## config.mk

```make
export PLATFORM = sky130hd
export DESIGN_NAME = medidor_de_periodo
export DESIGN_NICKNAME = d
export VERILOG_FILES = /design/src/rtl/medidor_pkg.sv /design/src/rtl/detector_de_flancos.sv /design/src/rtl/medidor_de_periodo.sv
export SDC_FILE = /design/constraint.sdc
export NUM_CORES = 1
export LEC_CHECK = 0
export ABC_CLOCK_PERIOD_IN_PS = 4800
export CORE_MARGIN = 2
export CORE_UTILIZATION = 57
export DETAILED_ROUTE_END_ITERATION = 10
export PLACE_DENSITY_LB_ADDON = 0.25
export SKIP_LAST_GASP = 1
export SYNTH_ARGS = -nofsm -noshare
export SYNTH_HDL_FRONTEND = slang
export SYNTH_HIERARCHICAL = 1
export SYNTH_SLANG_ARGS = --single-unit
```

## constraint.sdc

```tcl
create_clock -name CLK -period 4.8 [get_ports CLK]
set_clock_uncertainty 0.2 [all_clocks]
set_input_delay 0.96 -clock CLK [delete_from_list [all_inputs] [get_ports CLK]]
set_output_delay 0.96 -clock CLK [all_outputs]
set_load 0.02 [all_outputs]
```

## src/rtl/medidor_pkg.sv

```systemverilog
// Shared constants and state encoding for the period meter.
// Ports: none (package only).
package medidor_pkg;

    // Default width of the recovered setting and of the cycle counter.
    localparam int WIDTH_DEF = 6;

    // Width of the consecutive-match counter (covers LOCK_COUNT 2..15).
    localparam int LOCK_W = 4;

    typedef enum logic {
        ESPERA = 1'b0,
        MIDE   = 1'b1
    } estado_t;

endpackage

```

## src/rtl/detector_de_flancos.sv

```systemverilog
// Toggle detector for the divided clock; optional 2-flop synchronizer
// selected by MEDIDOR_SYNC_EN.
// Ports: clk_i, rst_i (sync, active-high), d_i (wave), flanco_o (toggle seen).
module detector_de_flancos
    import medidor_pkg::*;
(
    input  logic clk_i,
    input  logic rst_i,
    input  logic d_i,
    output logic flanco_o
);

    logic d_s;
    logic d_prev_q;

`ifdef MEDIDOR_SYNC_EN
    logic s1_q;
    logic s2_q;

    // Reset loads the live input so no false toggle appears at release.
    always_ff @(posedge clk_i) begin
        if (rst_i) begin
            s1_q <= d_i;
            s2_q <= d_i;
        end else begin
            s1_q <= d_i;
            s2_q <= s1_q;
        end
    end

    assign d_s = s2_q;

    always_ff @(posedge clk_i) begin
        if (rst_i) d_prev_q <= d_i;
        else       d_prev_q <= d_s;
    end
`else
    assign d_s = d_i;

    always_ff @(posedge clk_i) begin
        d_prev_q <= d_s;
    end
`endif

    assign flanco_o = d_s ^ d_prev_q;

endmodule

```

## src/rtl/medidor_de_periodo.sv

```systemverilog
// Recovers a divider setting from the half-period of a square wave.
// Ports: CLK, Reset (sync, active-high), D (wave in), Q (setting),
// Valido (capture strobe), Bloqueado (lock), Desborde (sticky overflow).
// Optional macro: MEDIDOR_SYNC_EN adds a 2-flop input synchronizer.
module medidor_de_periodo
    import medidor_pkg::*;
#(
    parameter int WIDTH      = WIDTH_DEF,
    parameter int LOCK_COUNT = 2
) (
    input  logic             CLK,
    input  logic             Reset,
    input  logic             D,
    output logic [WIDTH-1:0] Q,
    output logic             Valido,
    output logic             Bloqueado,
    output logic             Desborde
);

    localparam logic [WIDTH-1:0]  CNT_MAX = '1;
    localparam logic [LOCK_W-1:0] LOCK_V  = LOCK_W'(LOCK_COUNT);

    logic flanco;

    estado_t           state_q, state_d;
    logic [WIDTH-1:0]  cnt_q, cnt_d;
    logic [WIDTH-1:0]  q_q, q_d;
    logic              valido_q, valido_d;
    logic              bloq_q, bloq_d;
    logic              desb_q, desb_d;
    logic [LOCK_W-1:0] match_q, match_d;

    detector_de_flancos u_det (
        .clk_i    (CLK),
        .rst_i    (Reset),
        .d_i      (D),
        .flanco_o (flanco)
    );

    always_ff @(posedge CLK) begin
        if (Reset) begin
            state_q  <= ESPERA;
            cnt_q    <= '0;
            q_q      <= '0;
            valido_q <= 1'b0;
            bloq_q   <= 1'b0;
            desb_q   <= 1'b0;
            match_q  <= '0;
        end else begin
            state_q  <= state_d;
            cnt_q    <= cnt_d;
            q_q      <= q_d;
            valido_q <= valido_d;
            bloq_q   <= bloq_d;
            desb_q   <= desb_d;
            match_q  <= match_d;
        end
    end

    always_comb begin
        state_d  = state_q;
        cnt_d    = cnt_q;
        q_d      = q_q;
        valido_d = 1'b0;
        bloq_d   = bloq_q;
        desb_d   = desb_q;
        match_d  = match_q;
        unique case (state_q)
            ESPERA: begin
                // First toggle only establishes the phase reference.
                if (flanco) begin
                    cnt_d   = '0;
                    state_d = MIDE;
                end
            end
            MIDE: begin
                // A toggle wins even when the counter sits at its maximum.
                if (flanco) begin
                    q_d      = cnt_q;
                    valido_d = 1'b1;
                    cnt_d    = '0;
                    desb_d   = 1'b0;
                    if (cnt_q == q_q) begin
                        if (match_q != LOCK_V) match_d = match_q + 1'b1;
                    end else begin
                        match_d = LOCK_W'(1);
                    end
                    bloq_d = (match_d == LOCK_V);
                end else if (cnt_q == CNT_MAX) begin
                    desb_d  = 1'b1;
                    bloq_d  = 1'b0;
                    match_d = '0;
                    state_d = ESPERA;
                end else begin
                    cnt_d = cnt_q + 1'b1;
                end
            end
            default: state_d = ESPERA;
        endcase
    end

    assign Q         = q_q;
    assign Valido    = valido_q;
    assign Bloqueado = bloq_q;
    assign Desborde  = desb_q;

endmodule

```

**Yosys cells after proc, flatten, opt, wreduce, memory -nomap -nowiden**

Cells that the tools add are included.

- Bits in registers: 21
- Output and inout port bits: 9

- Add/subtract/negate cells: 2
- Bitwise operators: 2
- Reductions and logical operators: 5
- Multiplexer cells: 18
- Equality and inequality tests: 6

Operators with widths:

| cell | count |
|---|---|
| $mux W4 | 6 |
| $mux W6 | 3 |
| $pmux W6 S2 | 1 |
| $mux W1 | 7 |
| $add A6 B1 Y6 const B | 1 |
| $eq A6 B6 Y1 | 1 |
| $eq A6 B6 Y1 const B | 1 |
| $reduce_and A2 Y1 | 3 |
| $add A4 B1 Y4 const B | 1 |
| $eq A4 B2 Y1 const B | 1 |
| $ne A4 B2 Y1 const B | 1 |
| $ne A3 B3 Y1 const B | 1 |
| $ne A2 B2 Y1 const B | 1 |
| $pmux W1 S2 | 1 |
| $reduce_bool A2 Y1 | 1 |
| $reduce_or A2 Y1 | 1 |
| $not A1 Y1 | 1 |
| $xor A1 B1 Y1 | 1 |

**Depth between registers and ports, before layout**

Gate-level depths: netlist of the first run.

- Depth after elaboration: 7
- Gate-level depth with buffers: 6

**Cells and area by module**

Netlist of the first run, hierarchy kept.

Modules (own cells, without submodules):

| module | times used | cells an instance | area each (um^2) | sequential area each (um^2) |
|---|---|---|---|---|
| medidor_de_periodo | 1 | 117 | 1009.7 | 400.4 |
| detector_de_flancos | 1 | 2 | 28.8 | 20.0 |

**Worst setup path after synthesis of the first run**

OpenSTA, ideal clock, no wires.

- Path type: input -> register
- From: input port D
- To: register match_q[2]
- Data required time: 4.526 ns
- Cell stages on the path: 6
- Arrival: 1.951 ns
- Buffers on the path: 1
- Path slack: 2.574 ns
- Library setup time: 0.074 ns
- Path through: xor2_1 > nand2_1 > buf_2 > nor4_1 > nand3_1 > a31oi_1

- Longest elaborated chain between the ends: 3
- Elaborated cells between the ends (all ways): 4
- Classes of those cells: mux (1); bitwise (1); reduce/logical (2)

Ends and longest elaborated chain:

| element | RTL line | RTL |
|---|---|---|
| start: declaration | medidor_de_periodo.sv:13 | `input logic D,` |
| $xor A1 B1 Y1 * | detector_de_flancos.sv:45 | `assign flanco_o = d_s ^ d_prev_q;` |
| $reduce_bool A2 Y1 (no line) | n/a |  |
| $reduce_and A2 Y1 (no line) | n/a |  |
| end signal: assignment | medidor_de_periodo.sv:56 | `match_q <= match_d;` |
| end: declaration | medidor_de_periodo.sv:31 | `logic [LOCK_W-1:0] match_q, match_d;` |

Mark *: on every way between the ends. The rest lies on a longest branch, timed or not.
A chain may end at the register's enable or synchronous reset.

**Worst setup path after layout of the first run**

- From: input port D
- To: register match_q[2]

- Longest elaborated chain between the ends: 3
- Elaborated cells between the ends (all ways): 4
- Classes of those cells: mux (1); bitwise (1); reduce/logical (2)

Ends and longest elaborated chain:

| element | RTL line | RTL |
|---|---|---|
| $xor A1 B1 Y1 * | detector_de_flancos.sv:45 |  |
| via flanco | medidor_de_periodo.sv:23 | `logic flanco;` |
| $reduce_bool A2 Y1 (no line) | n/a |  |
| $reduce_and A2 Y1 (no line) | n/a |  |

The timed path passes the listed nets; every way through them passes the cells marked *.

==> results.toml, run 1 <==
[place]
gp_congestion = 0.863
dpl_cell_area_sq_um = 1150
io_buffer_count = 11
hpwlAfterDp_um = 1450
place_inst = 150

[timing]
slew_headroom_pct = 60.8
rsz0062_at_grt = "no"
worst-slew-pin-transition_ns = 0.585
fin_worst_hold_slack_ns = 0.292
fin_crit_ns = 2.68
period_share_pct = 55.8
hold_viol_final = 0
slew_violations = 0
setup_viol = 0
fmax_ghz = 0.373
setup-tns-final_ns = 0

[clocking]
hold_buffers = 0
cts_sinks = 21
cts_buffers = 3
cts_root_buffer = "clkbuf_4"
clock_latency_ns = 0.30
post_cts_buffers = 0
cts_tree = "yes"
cts.clk_slew.worst_paths_ns = 0.10
ctsHtreeMaxLevel = 1
cts_buffer_depth = 2
ctsResizeCount = 0

[route]
via_count = 867
wl_met2_um = 908
dr.first_iter.drc_count = 18
wl_met3_um = 83
wl_per_cell_um = 12.4
vias_per_cell = 5.63
drc = 0
postRouteAntennaNets = 0
dr.pass1.iters = 4
wl_met1_um = 919
totalWireLength_um = 1910
top_layer = "met3"

[critical_path]
cp.required_ns = 4.83
cp_slowest_cell = "clkdlybuf4s50_1"
end_kind = "flip-flop"
r2r-start = "cnt_q[0]$_SDFFE_PP0P_"
crit_top_cell = "a31oi_1"
slowest_delay_ns = 0.48
worstSetupStartpointType = "input pin"
cp.arrival_ns = 2.71
crit_family = "simple AND/OR/NAND/NOR gates"
cp_max_fo = 11
crit_buf_inv = 1
crit_path_start = "D"
path_cells = "clkdlybuf4s50_1 > xor2_1 > nand2_1 > nor4b_1 > a31oi_1 > a31oi_1"
worstSetupPathType = "input pin to flip-flop"

[finish]
nFillCells = 158
final_cells = 154
insertedDiodeCount = 0
drive_gt1_share_pct = 8.53
fin_nets = 136
area_delta_synth_final_pct = 13.4
stdcell_area_sq_um = 1180

[global_route]
grt_usage_pct = 20.0
grt_pass1_wl_um = 3090
overflow = 0
grt_pass1_vias = 735
antenna_found_initial = 0
grt_max_degree = 17

[synthesis]
yosysUniqueCellTypes = 37
yosysMostFrequentCell = "dfxtp_1"
avgSynthCellArea_sq_um = 8.73
ys_ff_latch = 21
syn_area_sq_um = 1040
yosysWarnings = 6
synth-edff-count = 0
synth_common_cells = "21 x dfxtp_1, 20 x nand2_1, 10 x a21oi_1, 10 x xor2_1, 8 x nor2_1"
synth.area.top_cells = "dfxtp_1 40%, xor2_1 8.4%, nand2_1 7.2%"
yosys.area.top_type_share_pct = 40.5
synth_top_area_cell = "dfxtp_1"
syn_inst = 119
yosysSeqAreaShare_pct = 40.5
syn_nets = 125
synth_ff_type = "dfxtp_1"
synthArstFlopShare_pct = 0

[power]
power_leakage_nw = 0.456
p_per_area_nw_per_um2 = 252
ir_drop_uv = 195

[die]
rows = 15
die_y_um = 46.7
ioPinCount = 12
die_w_um = 46.7
dieArea_sq_um = 2180
coreArea_sq_um = 1730
initial_core_util_pct = 60.1

[run]
maxCapViolCount = 0

[hold_path]
worstHoldStart = "Bloqueado$_SDFFE_PP0P_"
hold_path.class = "flip-flop to flip-flop"

[status]
status = "finished clean"
-- where the power goes --
part           switching, mW  leakage, nW  internal (mW)
clock                 0.0495       0.0150         0.0323
sequential           0.00536        0.170          0.178
combinational         0.0192        0.271         0.0123
total                 0.0741        0.456          0.223
-- kinds of logic after synthesis --
logic type / count (synthesis) / synth area share, %
buf+inv: 8 / 3.86
compound gates: 25 / 15.9
mux: 1 / 0.964
flops: 21 / 40.5
xor+xnor: 11 / 10.0
fa+ha+maj: 3 / 3.61
simple gates: 50 / 25.2
-- worst paths after layout --
kind                             endpoint  slack (ns)  cells past startpoint
hold reg to reg    Bloqueado$_SDFFE_PP0P_        0.29                      2
hold / removal     Bloqueado$_SDFFE_PP0P_        0.29                      2
setup reg to reg  match_q[2]$_SDFFE_PP0P_        2.90                      5
setup / recovery  match_q[2]$_SDFFE_PP0P_        2.12                      6
-- tightest hold or removal path, stage by stage, from the launching register on --
cell and delay (ns):
dfxtp_1 0.33, nand2_1 0.07, o31ai_2 0.06
-- cell usage in the layout, fill, tap and decap left out, drive strengths merged, types with 2 or more instances in the layout --
| cell | instances |
|---|---|
| clkbuf | 4 |
| o31ai | 3 |
| or2 | 2 |
| a31oi | 2 |
| and3 | 3 |
| clkdlybuf4s50 | 11 |
| xor2 | 11 |
| dfxtp | 21 |
| o211ai | 2 |
| a21oi | 10 |
| ha | 3 |
| inv | 3 |
| nor2 | 8 |
| nand3 | 6 |
| nor4 | 3 |
| o21ai | 4 |
| nand2 | 20 |
-- metal layers --
layer	track usage, %	up-vias
met3	4.71	0
met1	26.4	395
met2	31.9	28
met4	6.67	0
li1	-	444
met5	0	-
-- registers in the layout, summed over array words and instances, names as in the netlist --
signal	flops
cnt_q	6
u_det/d_prev_q	1
state_q	1
match_q	4
Desborde	1
Q	6
Valido	1
Bloqueado	1
-- metrics by stage --
stage	util [%]	power (mW)	worst slack (ns)
after global routing	68.2	0.312	1.98
after CTS	68.2	0.301	2.14
after global placement	66.7	0.218	1.89
final	68.2	0.297	2.12
after detailed placement	66.7	0.219	1.83
after floorplan	-	0.211	2.57
-- area by class of cell --
cell class	instances	area [sq um]	area share, %
Clock buffer	4	26.3	2.23
Inverter	3	11.3	0.956
Multi-Input combinational cell	90	578	49.1
Sequential cell	21	420	35.7
Tap cell	25	31.3	2.66
Timing Repair Buffer	11	110	9.35
(Power assumes the default switching activity.)
==> inputs of run 2 (changes only) <==
--- a/config.mk
+++ b/config.mk
@@ -5,9 +5,9 @@
 export SDC_FILE = /design/constraint.sdc
 export NUM_CORES = 1
 export LEC_CHECK = 0
-export ABC_CLOCK_PERIOD_IN_PS = 4800
+export ABC_CLOCK_PERIOD_IN_PS = 2400
 export CORE_MARGIN = 2
-export CORE_UTILIZATION = 57
+export CORE_UTILIZATION = 48
 export DETAILED_ROUTE_END_ITERATION = 10
 export PLACE_DENSITY_LB_ADDON = 0.25
 export SKIP_LAST_GASP = 1
==> constraint.sdc (replaced) <==
create_clock -name CLK -period 2.4 [get_ports CLK]
set_clock_uncertainty 0.2 [all_clocks]
set_input_delay 0.48 -clock CLK [delete_from_list [all_inputs] [get_ports CLK]]
set_output_delay 0.48 -clock CLK [all_outputs]
set_load 0.02 [all_outputs]
==> run 2 against run 1 <==
Against the previous run:
- power rose by 100%
- utilization is 8.1 points lower
- sequential power up 99%
- die area is 17% higher
- global-route usage is 1.3 points lower
- critical path depth is the same
- hold slack worse by 0.00097 ns
==> results.toml, run 2 (synthesized netlist as in run 1, its figures left out) <==
[power]
ir_drop_uv = 298
power_leakage_nw = 0.473
p_per_area_nw_per_um2 = 504

[critical_path]
cp.required_ns = 2.44
reg2reg_slack_ns = 0.55
worstSetupStartpointType = "input pin"
cp.arrival_ns = 2.11
end_kind = "flip-flop"
worstSetupPathType = "input pin to flip-flop"
r2r-start = "match_q[0]$_SDFFE_PP0P_"
cp_max_fo = 6
reg2reg_depth = 6
r2r-end = "match_q[0]$_SDFFE_PP0P_"

[die]
die_w_um = 50.5
rows = 16
die_y_um = 50.5
initial_core_util_pct = 51.9
coreArea_sq_um = 2000
dieArea_sq_um = 2550
ioPinCount = 12

[clocking]
ctsResizeCount = 0
hold_buffers = 0
cts_sinks = 21
post_cts_buffers = 0
cts_tree = "yes"
cts.clk_slew.worst_paths_ns = 0.12
cts_buffers = 3
ctsHtreeMaxLevel = 1
clock_latency_ns = 0.30
cts_buffer_depth = 2
cts_root_buffer = "clkbuf_4"

[timing]
worst-slew-pin-transition_ns = 0.503
fin_crit_ns = 2.07
slew_violations = 0
period_share_pct = 86.1
slew_headroom_pct = 66.3
hold_viol_final = 0
setup_viol = 0
fmax_ghz = 0.484
setup-tns-final_ns = 0
rsz0062_at_grt = "no"

[global_route]
grt_usage_pct = 18.7
grt_pass1_wl_um = 3620
antenna_found_initial = 0
grt_pass1_vias = 821
overflow = 0
grt_max_degree = 16

[finish]
final_common_cell = "dfxtp_1"
layout_common_cells = "21 x dfxtp_1, 20 x nand2_1, 11 x clkdlybuf4s50_1"
area_delta_synth_final_pct = 15.9
insertedDiodeCount = 0
fin_nets = 139
drive_gt1_share_pct = 11.4
final_cells = 159

[place]
hpwlAfterDp_um = 1490
io_buffer_count = 11
place_inst = 155
gp_congestion = 0.819

[route]
dr.pass1.iters = 4
totalWireLength_um = 2020
vias_per_cell = 5.52
drc = 0
via_count = 877
postRouteAntennaNets = 0
wl_per_cell_um = 12.7
dr.first_iter.drc_count = 16

[hold_path]
hold_path.class = "flip-flop to flip-flop"
worstHoldStart = "Q[3]$_SDFFE_PP0P_"
whs_endpoint = "Q[3]$_SDFFE_PP0P_"
min_path_cells = 2

[status]
status = "finished clean"

[run]
maxCapViolCount = 0
-- run 2: final cells by class --
class	count	area (sq um)
clock inverter	1	5.00
sequential	21	420
fill	184	798
inverter	3	11.3
tap	27	33.8
multi-input combinational	90	578
timing repair buffer	14	133
clock buffer	3	22.5
-- run 2: through the flow --
step	setup slack [ns]	utilization, %	total power, mW	hold slack [ns]	cell area [sq um]
2_1_floorplan	0.654	-	0.421	0.283	1040
3_3_place_gp	0.0978	58.8	0.441	0.268	1180
3_5_place_dp	0.00394	58.8	0.443	0.279	1180
4_1_cts	0.343	60.1	0.615	0.297	1200
5_1_grt	0.171	60.1	0.634	0.327	1200
6_report	0.334	60.1	0.606	0.291	1200
-- run 2: worst max-delay path: stages --
cell and delay (ns):
clkdlybuf4s50_1 0.48, xor2_1 0.34, nand2_1 0.21, nor4b_1 0.33, a31oi_1 0.12, a31oi_1 0.15
-- run 2: routing by layer --
layer  share of wire (%)  up-vias  global-route usage (%)
met5                   0        -                       0
met4                 1.2        0                    8.11
met3                 5.3        4                    2.68
met2                  46       22                    28.7
met1                  48      406                    26.0
li1                    -      445                       -
-- run 2: where the power goes --
| group | switching (mW) | internal (mW) |
|---|---|---|
| registers | 0.0105 | 0.356 |
| clock network | 0.108 | 0.0622 |
| logic | 0.0397 | 0.0293 |
| total | 0.159 | 0.448 |
-- run 2: worst max path at each step --
stage / start / end / slack, ns / cells past startpoint
after floorplan: D / match_q[2]$_SDFFE_PP0P_ / 0.65 / 6
after global placement: D / match_q[2]$_SDFFE_PP0P_ / 0.1 / 6
after detailed placement: D / match_q[2]$_SDFFE_PP0P_ / 0.004 / 6
after CTS: D / match_q[2]$_SDFFE_PP0P_ / 0.34 / 6
after global routing: D / match_q[2]$_SDFFE_PP0P_ / 0.17 / 6
final: D / match_q[2]$_SDFFE_PP0P_ / 0.33 / 6
